[src/rtl/cpu_pkg.sv]
// Shared CPU definitions: PC-select encodings, fetch-state enum, NOP instruction word.
// Latency: n/a (types and constants only).
// Backpressure: n/a.
package cpu_pkg;

    localparam logic [1:0] PC_HOLD   = 2'b00;
    localparam logic [1:0] PC_INC    = 2'b01;
    localparam logic [1:0] PC_JUMP   = 2'b10;
    localparam logic [1:0] PC_BRANCH = 2'b11;

    typedef enum logic [1:0] {
        ST_IDLE  = 2'd0,
        ST_REQ   = 2'd1,
        ST_WAIT  = 2'd2,
        ST_FAULT = 2'd3
    } fetch_state_t;

    localparam logic [15:0] NOP_INSTR = 16'h0000;

endpackage

[src/rtl/pc_next_calc.sv]
// Next-PC arithmetic: hold, increment, absolute jump, or sign-extended relative branch.
// Latency: purely combinational.
// Backpressure: none.
module pc_next_calc
    import cpu_pkg::*;
#(
    parameter int ADDR_W = 16
) (
    input  logic [ADDR_W-1:0] pc,
    input  logic [1:0]        pc_sel,
    input  logic [ADDR_W-1:0] jump_tgt,
    input  logic [7:0]        disp,
    output logic [ADDR_W-1:0] pc_next
);

    always_comb begin
        pc_next = pc;
        case (pc_sel)
            PC_HOLD:   pc_next = pc;
            PC_INC:    pc_next = pc + ADDR_W'(1);
            PC_JUMP:   pc_next = jump_tgt;
            PC_BRANCH: pc_next = pc + {{(ADDR_W-8){disp[7]}}, disp};
            default:   pc_next = pc;
        endcase
    end

endmodule

[src/rtl/pc_fetch_unit.sv]
// PC register plus instruction fetch over a valid-only memory read, latching IR and link PC.
// Latency: fetch_req -> mem_rd next cycle; mem_valid -> instr/instr_valid next cycle (3 cycles zero-wait).
// Backpressure: fetch_busy stalls the controller; memory may stall up to MAX_WAIT cycles before a sticky fault.
module pc_fetch_unit
    import cpu_pkg::*;
#(
    parameter int                ADDR_W   = 16,
    parameter int                DATA_W   = 16,
    parameter logic [ADDR_W-1:0] RESET_PC = '0,
    parameter int                MAX_WAIT = 15
) (
    input  logic              clk,
    input  logic              reset,
    input  logic              fetch_req,
    input  logic              pc_upd,
    input  logic [1:0]        pc_sel,
    input  logic [ADDR_W-1:0] jump_tgt,
    input  logic [7:0]        disp,
    output logic              mem_rd,
    output logic [ADDR_W-1:0] mem_addr,
    input  logic              mem_valid,
    input  logic [DATA_W-1:0] mem_rdata,
    output logic [DATA_W-1:0] instr,
    output logic              instr_valid,
    output logic              fetch_busy,
    output logic [ADDR_W-1:0] link_pc,
    output logic [ADDR_W-1:0] pc,
    output logic              fetch_fault
);

    fetch_state_t      state, state_nxt;
    logic [7:0]        wait_cnt;
    logic              pend_fetch, pend_fetch_nxt;
    logic              pend_vld, pend_vld_nxt;
    logic [1:0]        pend_sel;
    logic [ADDR_W-1:0] pend_tgt;
    logic [7:0]        pend_disp;
    logic              cap_pend;
    logic              take_instr;
    logic [ADDR_W-1:0] pc_nxt, live_pc, pend_pc;

    pc_next_calc #(.ADDR_W(ADDR_W)) u_live_calc (
        .pc       (pc),
        .pc_sel   (pc_sel),
        .jump_tgt (jump_tgt),
        .disp     (disp),
        .pc_next  (live_pc)
    );

    pc_next_calc #(.ADDR_W(ADDR_W)) u_pend_calc (
        .pc       (pc),
        .pc_sel   (pend_sel),
        .jump_tgt (pend_tgt),
        .disp     (pend_disp),
        .pc_next  (pend_pc)
    );

    always_comb begin
        state_nxt      = state;
        pend_fetch_nxt = pend_fetch;
        pend_vld_nxt   = pend_vld;
        pc_nxt         = pc;
        cap_pend       = 1'b0;
        take_instr     = 1'b0;
        case (state)
            ST_IDLE: begin
                if (pc_upd) begin
                    pc_nxt       = live_pc;
                    pend_vld_nxt = 1'b0;
                end else if (pend_vld) begin
                    pc_nxt       = pend_pc;
                    pend_vld_nxt = 1'b0;
                end
                // A PC change this cycle defers the fetch by one cycle so REQ sees the new PC.
                if (fetch_req || pend_fetch) begin
                    if (pc_upd || pend_vld) begin
                        pend_fetch_nxt = 1'b1;
                    end else begin
                        pend_fetch_nxt = 1'b0;
                        state_nxt      = ST_REQ;
                    end
                end
            end
            ST_REQ: begin
                cap_pend  = pc_upd;
                state_nxt = ST_WAIT;
            end
            ST_WAIT: begin
                cap_pend = pc_upd;
                if (mem_valid) begin
                    take_instr = 1'b1;
                    state_nxt  = ST_IDLE;
                end else if (wait_cnt == 8'(MAX_WAIT - 1)) begin
                    state_nxt = ST_FAULT;
                end
            end
            ST_FAULT: state_nxt = ST_FAULT;
            default:  state_nxt = ST_IDLE;
        endcase
        if (cap_pend) begin
            pend_vld_nxt = 1'b1;
        end
    end

    always_ff @(posedge clk or negedge reset) begin
        if (!reset) begin
            state       <= ST_IDLE;
            pc          <= RESET_PC;
            instr       <= DATA_W'(NOP_INSTR);
            link_pc     <= RESET_PC + ADDR_W'(1);
            instr_valid <= 1'b0;
            wait_cnt    <= 8'd0;
            pend_fetch  <= 1'b0;
            pend_vld    <= 1'b0;
            pend_sel    <= PC_HOLD;
            pend_tgt    <= '0;
            pend_disp   <= 8'd0;
        end else begin
            state       <= state_nxt;
            pc          <= pc_nxt;
            pend_fetch  <= pend_fetch_nxt;
            pend_vld    <= pend_vld_nxt;
            instr_valid <= take_instr;
            wait_cnt    <= (state == ST_WAIT) ? wait_cnt + 8'd1 : 8'd0;
            if (cap_pend) begin
                pend_sel  <= pc_sel;
                pend_tgt  <= jump_tgt;
                pend_disp <= disp;
            end
            if (take_instr) begin
                instr   <= mem_rdata;
                link_pc <= pc + ADDR_W'(1);
            end else if (state_nxt == ST_FAULT) begin
                instr <= DATA_W'(NOP_INSTR);
            end
        end
    end

    assign mem_rd      = (state == ST_REQ) || (state == ST_WAIT);
    assign mem_addr    = pc;
    assign fetch_busy  = (state != ST_IDLE) || pend_fetch;
    assign fetch_fault = (state == ST_FAULT);

endmodule

[config.mk]
export PLATFORM = sky130hd
export DESIGN_NAME = pc_fetch_unit
export DESIGN_NICKNAME = d
export VERILOG_FILES = /design/src/rtl/cpu_pkg.sv /design/src/rtl/pc_next_calc.sv /design/src/rtl/pc_fetch_unit.sv
export SDC_FILE = /design/constraint.sdc
export NUM_CORES = 1
export LEC_CHECK = 0
export ABC_AREA = 1
export BUFFER_PORTS_ARGS = -buffer_cell sky130_fd_sc_hd__buf_4
export CELL_PAD_IN_SITES_DETAIL_PLACEMENT = 0
export CELL_PAD_IN_SITES_GLOBAL_PLACEMENT = 1
export CORE_MARGIN = 10
export CORE_UTILIZATION = 37
export DETAILED_ROUTE_END_ITERATION = 8
export PLACE_DENSITY_LB_ADDON = 0.1
export SYNTH_ARGS = -nofsm -noshare
export SYNTH_HDL_FRONTEND = slang
export SYNTH_SLANG_ARGS = --single-unit
[constraint.sdc]
create_clock -name clk -period 1.8 [get_ports clk]
set_input_delay 0.18 -clock clk [delete_from_list [all_inputs] [get_ports clk]]
set_output_delay 0.18 -clock clk [all_outputs]
set_load 0.05 [all_outputs]
==> flow_summary.toml <==
[run_status]
status = "finished with violations"
violations = "negative setup slack"

[critical_path]
critical_path_arrival_ns = 2.19
path_max_fanout = 5
r2r-end = "mem_addr[6]"
path_cells = "ha_4 > inv_2 > fa_2 > inv_2 > nand4_1 > nand2_4 > buf_4 > nand2_1 > nand3_2 > nand2_1 > nand3_2 > o21ai_2"
critical_path_class = "flip-flop to flip-flop"
endpoint_kind = "flip-flop"
worstSetupStartpointType = "flip-flop"
critPathSlowestCell = "dfrtp_4"
cp_slowest_stage_delay_ns = 0.45
worstReg2RegStart = "mem_addr[0]"
worstPathRequired_ns = 2.03
reg2reg_depth = 12
ff2ff_setup_slack_ns = -0.16

[logic_synthesis]
ys_types = 42
synthArstFlopShare_pct = 100
syn_avg_cell_area_um2 = 6.84
synthesis.nets = 1053
yosysSeqAreaShare_pct = 33.0
ys.flop_type = "dfrtp_1"
syn_inst = 966
yosys_warnings = 0
synth-edff-count = 0
syn-cell-area_um2 = 6600
synth-seq-cells = 87

[hold_path]
hold_path_end = "instr[12]"
min_path_cells = 3
min_from = "mem_rdata[12]"
hp-class = "input port to flip-flop"

[floorplan]
initial_core_util_pct = 37.9
num_rows = 48
die_area_um2 = 23600
core_area_um2 = 17400
die_y_um = 154
pin_count = 115
die_w_um = 154

[placed_design]
placed_area_um2 = 8480
dpl_worst_slack_ns = -0.212
port_buffers = 114
gp_congestion = 0.892
dp_hpwl_um = 17800
dp.cells = 1363

[cts]
cts_tree = "done"
root_buffer = "clkbuf_16"
clkTransAtPathRegs_ns = 0.07
numCtsBuffers = 9
clock_sinks = 87
clkLatencyLatePin_ns = 0.35
clock_path_buffers = 2
htreeDepth = 3

[timing]
rsz0062_at_grt = "yes"
hold_violations = 0
holdWs_ns = 0.0226
min_period_ns = 1.96
worst_slack_ns = -0.160
tightest_slew_ns = 0.392
setup_violations = 9
fin_crit_sh_pct = 109
finClkSkew_ns = 0.00991
fmax_ghz = 0.510
slew_headroom_pct = 73.9
drv_slew = 0

[routing]
wl_per_cell_um = 16.1
route.detailed.drc = 0
ant_nets = 0
dr.pass1.iters = 5
drt-initial-drc-count = 339
totalWireLength_um = 22400
routed-via-count = 6750
viasPerCell = 4.83

[global_routing]
grt_first_pass_wirelength_um = 36100
antenna_found_initial = 0
grt_pass1_vias = 6816
overflow = 0
grt_max_degree = 42
grt_use_total_pct = 18.7

[final_layout]
nets = 1255
finalNonFillerCells = 1398
design_area_um2 = 9590
n_antenna_cell = 0
areaGrowthSynthToFinish_pct = 45.2
drive_gt1_share_pct = 38.4

[pwr]
p_total_uw = 5280
sequentialPowerShare_pct = 38.2
vdd_ir_drop_max_mv = 0.343
leakage_uw = 0.00495
power_frac_clock_pct = 37.8
intPower_uw = 3630
power.switching_fraction_pct = 31.2
power_frac_comb_pct = 24.0
p_per_area_nw_per_um2 = 550
netSwitchingPower_uw = 1650

[flow_run]
max_cap_violations = 0
## flip-flops by register name, indices dropped and copies added, names as in the netlist
name / cells
pend_vld: 1
mem_addr: 16
link_pc: 16
instr_valid: 1
pend_tgt: 16
instr: 16
wait_cnt: 8
pend_disp: 8
state: 2
pend_fetch: 1
pend_sel: 2
## what timing repair did
action,CTS,global route
resized for setup,52,100
setup buffers,5,15
pin swaps,11,56
hold buffers,1,0
hold endpoints to repair,21,0
setup endpoints to repair,31,34
## area by class of cell
type                    count  area, um^2
clock buffers              11         243
clock inverters             5        63.8
fillers                  1732        7830
inverters                 125         472
multi-input cells         716        4510
flip-flops and latches     87        2210
well taps                 225         282
repair buffers            229        1820
## Yosys cell counts, drive strengths merged, types with 2 or more instances
master / instances / area share [%]
a211oi: 3 / 0.34
a21oi: 45 / 3.4
a31oi: 4 / 0.38
and2: 6 / 0.57
buf: 28 / 3.0
clkbuf: 10 / 0.57
dfrtp: 86 / 33
fa: 2 / 0.61
ha: 38 / 7.2
inv: 125 / 7.1
mux2: 11 / 1.9
nand2: 352 / 20
nand3: 93 / 8.0
nand3b: 10 / 1.1
nand4: 13 / 1.2
nor2: 60 / 4.1
nor3: 8 / 0.68
o2111ai: 2 / 0.27
o21ai: 49 / 3.9
o22ai: 3 / 0.28
or2: 4 / 0.38
xor2: 8 / 1.1
## layer usage
metal / vias to the layer above / track usage (%) / wire, um / part of all wire, %
li1: 3493 / - / - / -
met1: 3094 / 24.4 / 10300 / 46
met2: 144 / 30.6 / 10600 / 47
met3: 19 / 3.77 / 1230 / 5.5
met4: 0 / 4.99 / 305 / 1.4
met5: - / 0 / 0 / 0
## cells by family (layout without fill, tap and decap cells)
group | after synthesis | after routing | synth area share [%]
AOI/OAI and AO/OA | 109 | 109 | 9.04
xor gates and xnor gates | 9 | 9 | 1.19
buffers and inverters | 163 | 370 | 10.6
adders and majority gates | 40 | 40 | 7.81
DFF | 87 | 87 | 33.0
and+or+nand+nor | 547 | 547 | 36.5
muxes | 11 | 11 | 1.88
## per-stage QoR
stage | utilization (%) | TNS (ns)
finish | 55.1 | -0.896
global route | 55.1 | -2.17
CTS | 52.0 | -0.552
detailed placement | 48.7 | -1.55
global placement | 48.7 | -1.55
floorplan | - | -0.181
## worst max path at each step
stage                      from  slack [ns]           to
global route        mem_addr[0]       -0.26  mem_addr[4]
detailed placement  mem_addr[5]       -0.21  mem_addr[7]
CTS                 mem_addr[0]       -0.11  mem_addr[8]
finish              mem_addr[0]       -0.16  mem_addr[6]
global placement    mem_addr[5]       -0.21  mem_addr[7]
floorplan           mem_addr[0]       -0.06  mem_addr[8]
## cell usage in the layout (no fill, tap or decap), types with 3 or more instances in the layout
cell type / netlist / layout
dfrtp_2: 0 / 12
nor2_4: 5 / 12
ha_4: 0 / 22
dfrtp_4: 0 / 4
a211oi_1: 3 / 3
nand4_1: 13 / 13
a31oi_1: 4 / 4
mux2_1: 10 / 10
dfrtp_1: 86 / 70
buf_4: 18 / 217
nand3_4: 0 / 3
nand2_1: 346 / 306
nand2_2: 6 / 34
o21ai_1: 10 / 12
o21ai_0: 36 / 32
o22ai_1: 3 / 3
xor2_1: 8 / 5
buf_6: 2 / 5
nand3_2: 12 / 36
inv_1: 110 / 97
clkbuf_16: 0 / 9
nand2_4: 0 / 12
a21oi_2: 0 / 14
nand3b_1: 10 / 10
nor2_1: 51 / 43
nor3_1: 7 / 5
inv_2: 15 / 27
xor2_2: 0 / 3
ha_1: 38 / 15
nand3_1: 81 / 54
nor2_2: 4 / 5
and2_4: 0 / 4
buf_12: 0 / 6
nor3_2: 1 / 3
a21oi_1: 45 / 29
o21ai_2: 3 / 5
## power groups by stage
stage	Sequential, uW	Combinational (uW)	Clock, uW
after CTS	2010	1170	2060
after detailed placement	2050	1100	0
after global routing	2020	1390	2120
final	2020	1270	1990
after global placement	2050	1110	0
after floorplan	2120	525	0
## critical path: cells and delay by family (launching register included)
kind / cells / cell delay, ns
AOI/OAI and AO/OA: 1 / 0.06
adders and majority gates: 2 / 0.52
buffers and inverters: 3 / 0.24
and+or+nand+nor: 6 / 0.57
DFF: 1 / 0.45
No activity file was read; power rests on OpenSTA's default activity.
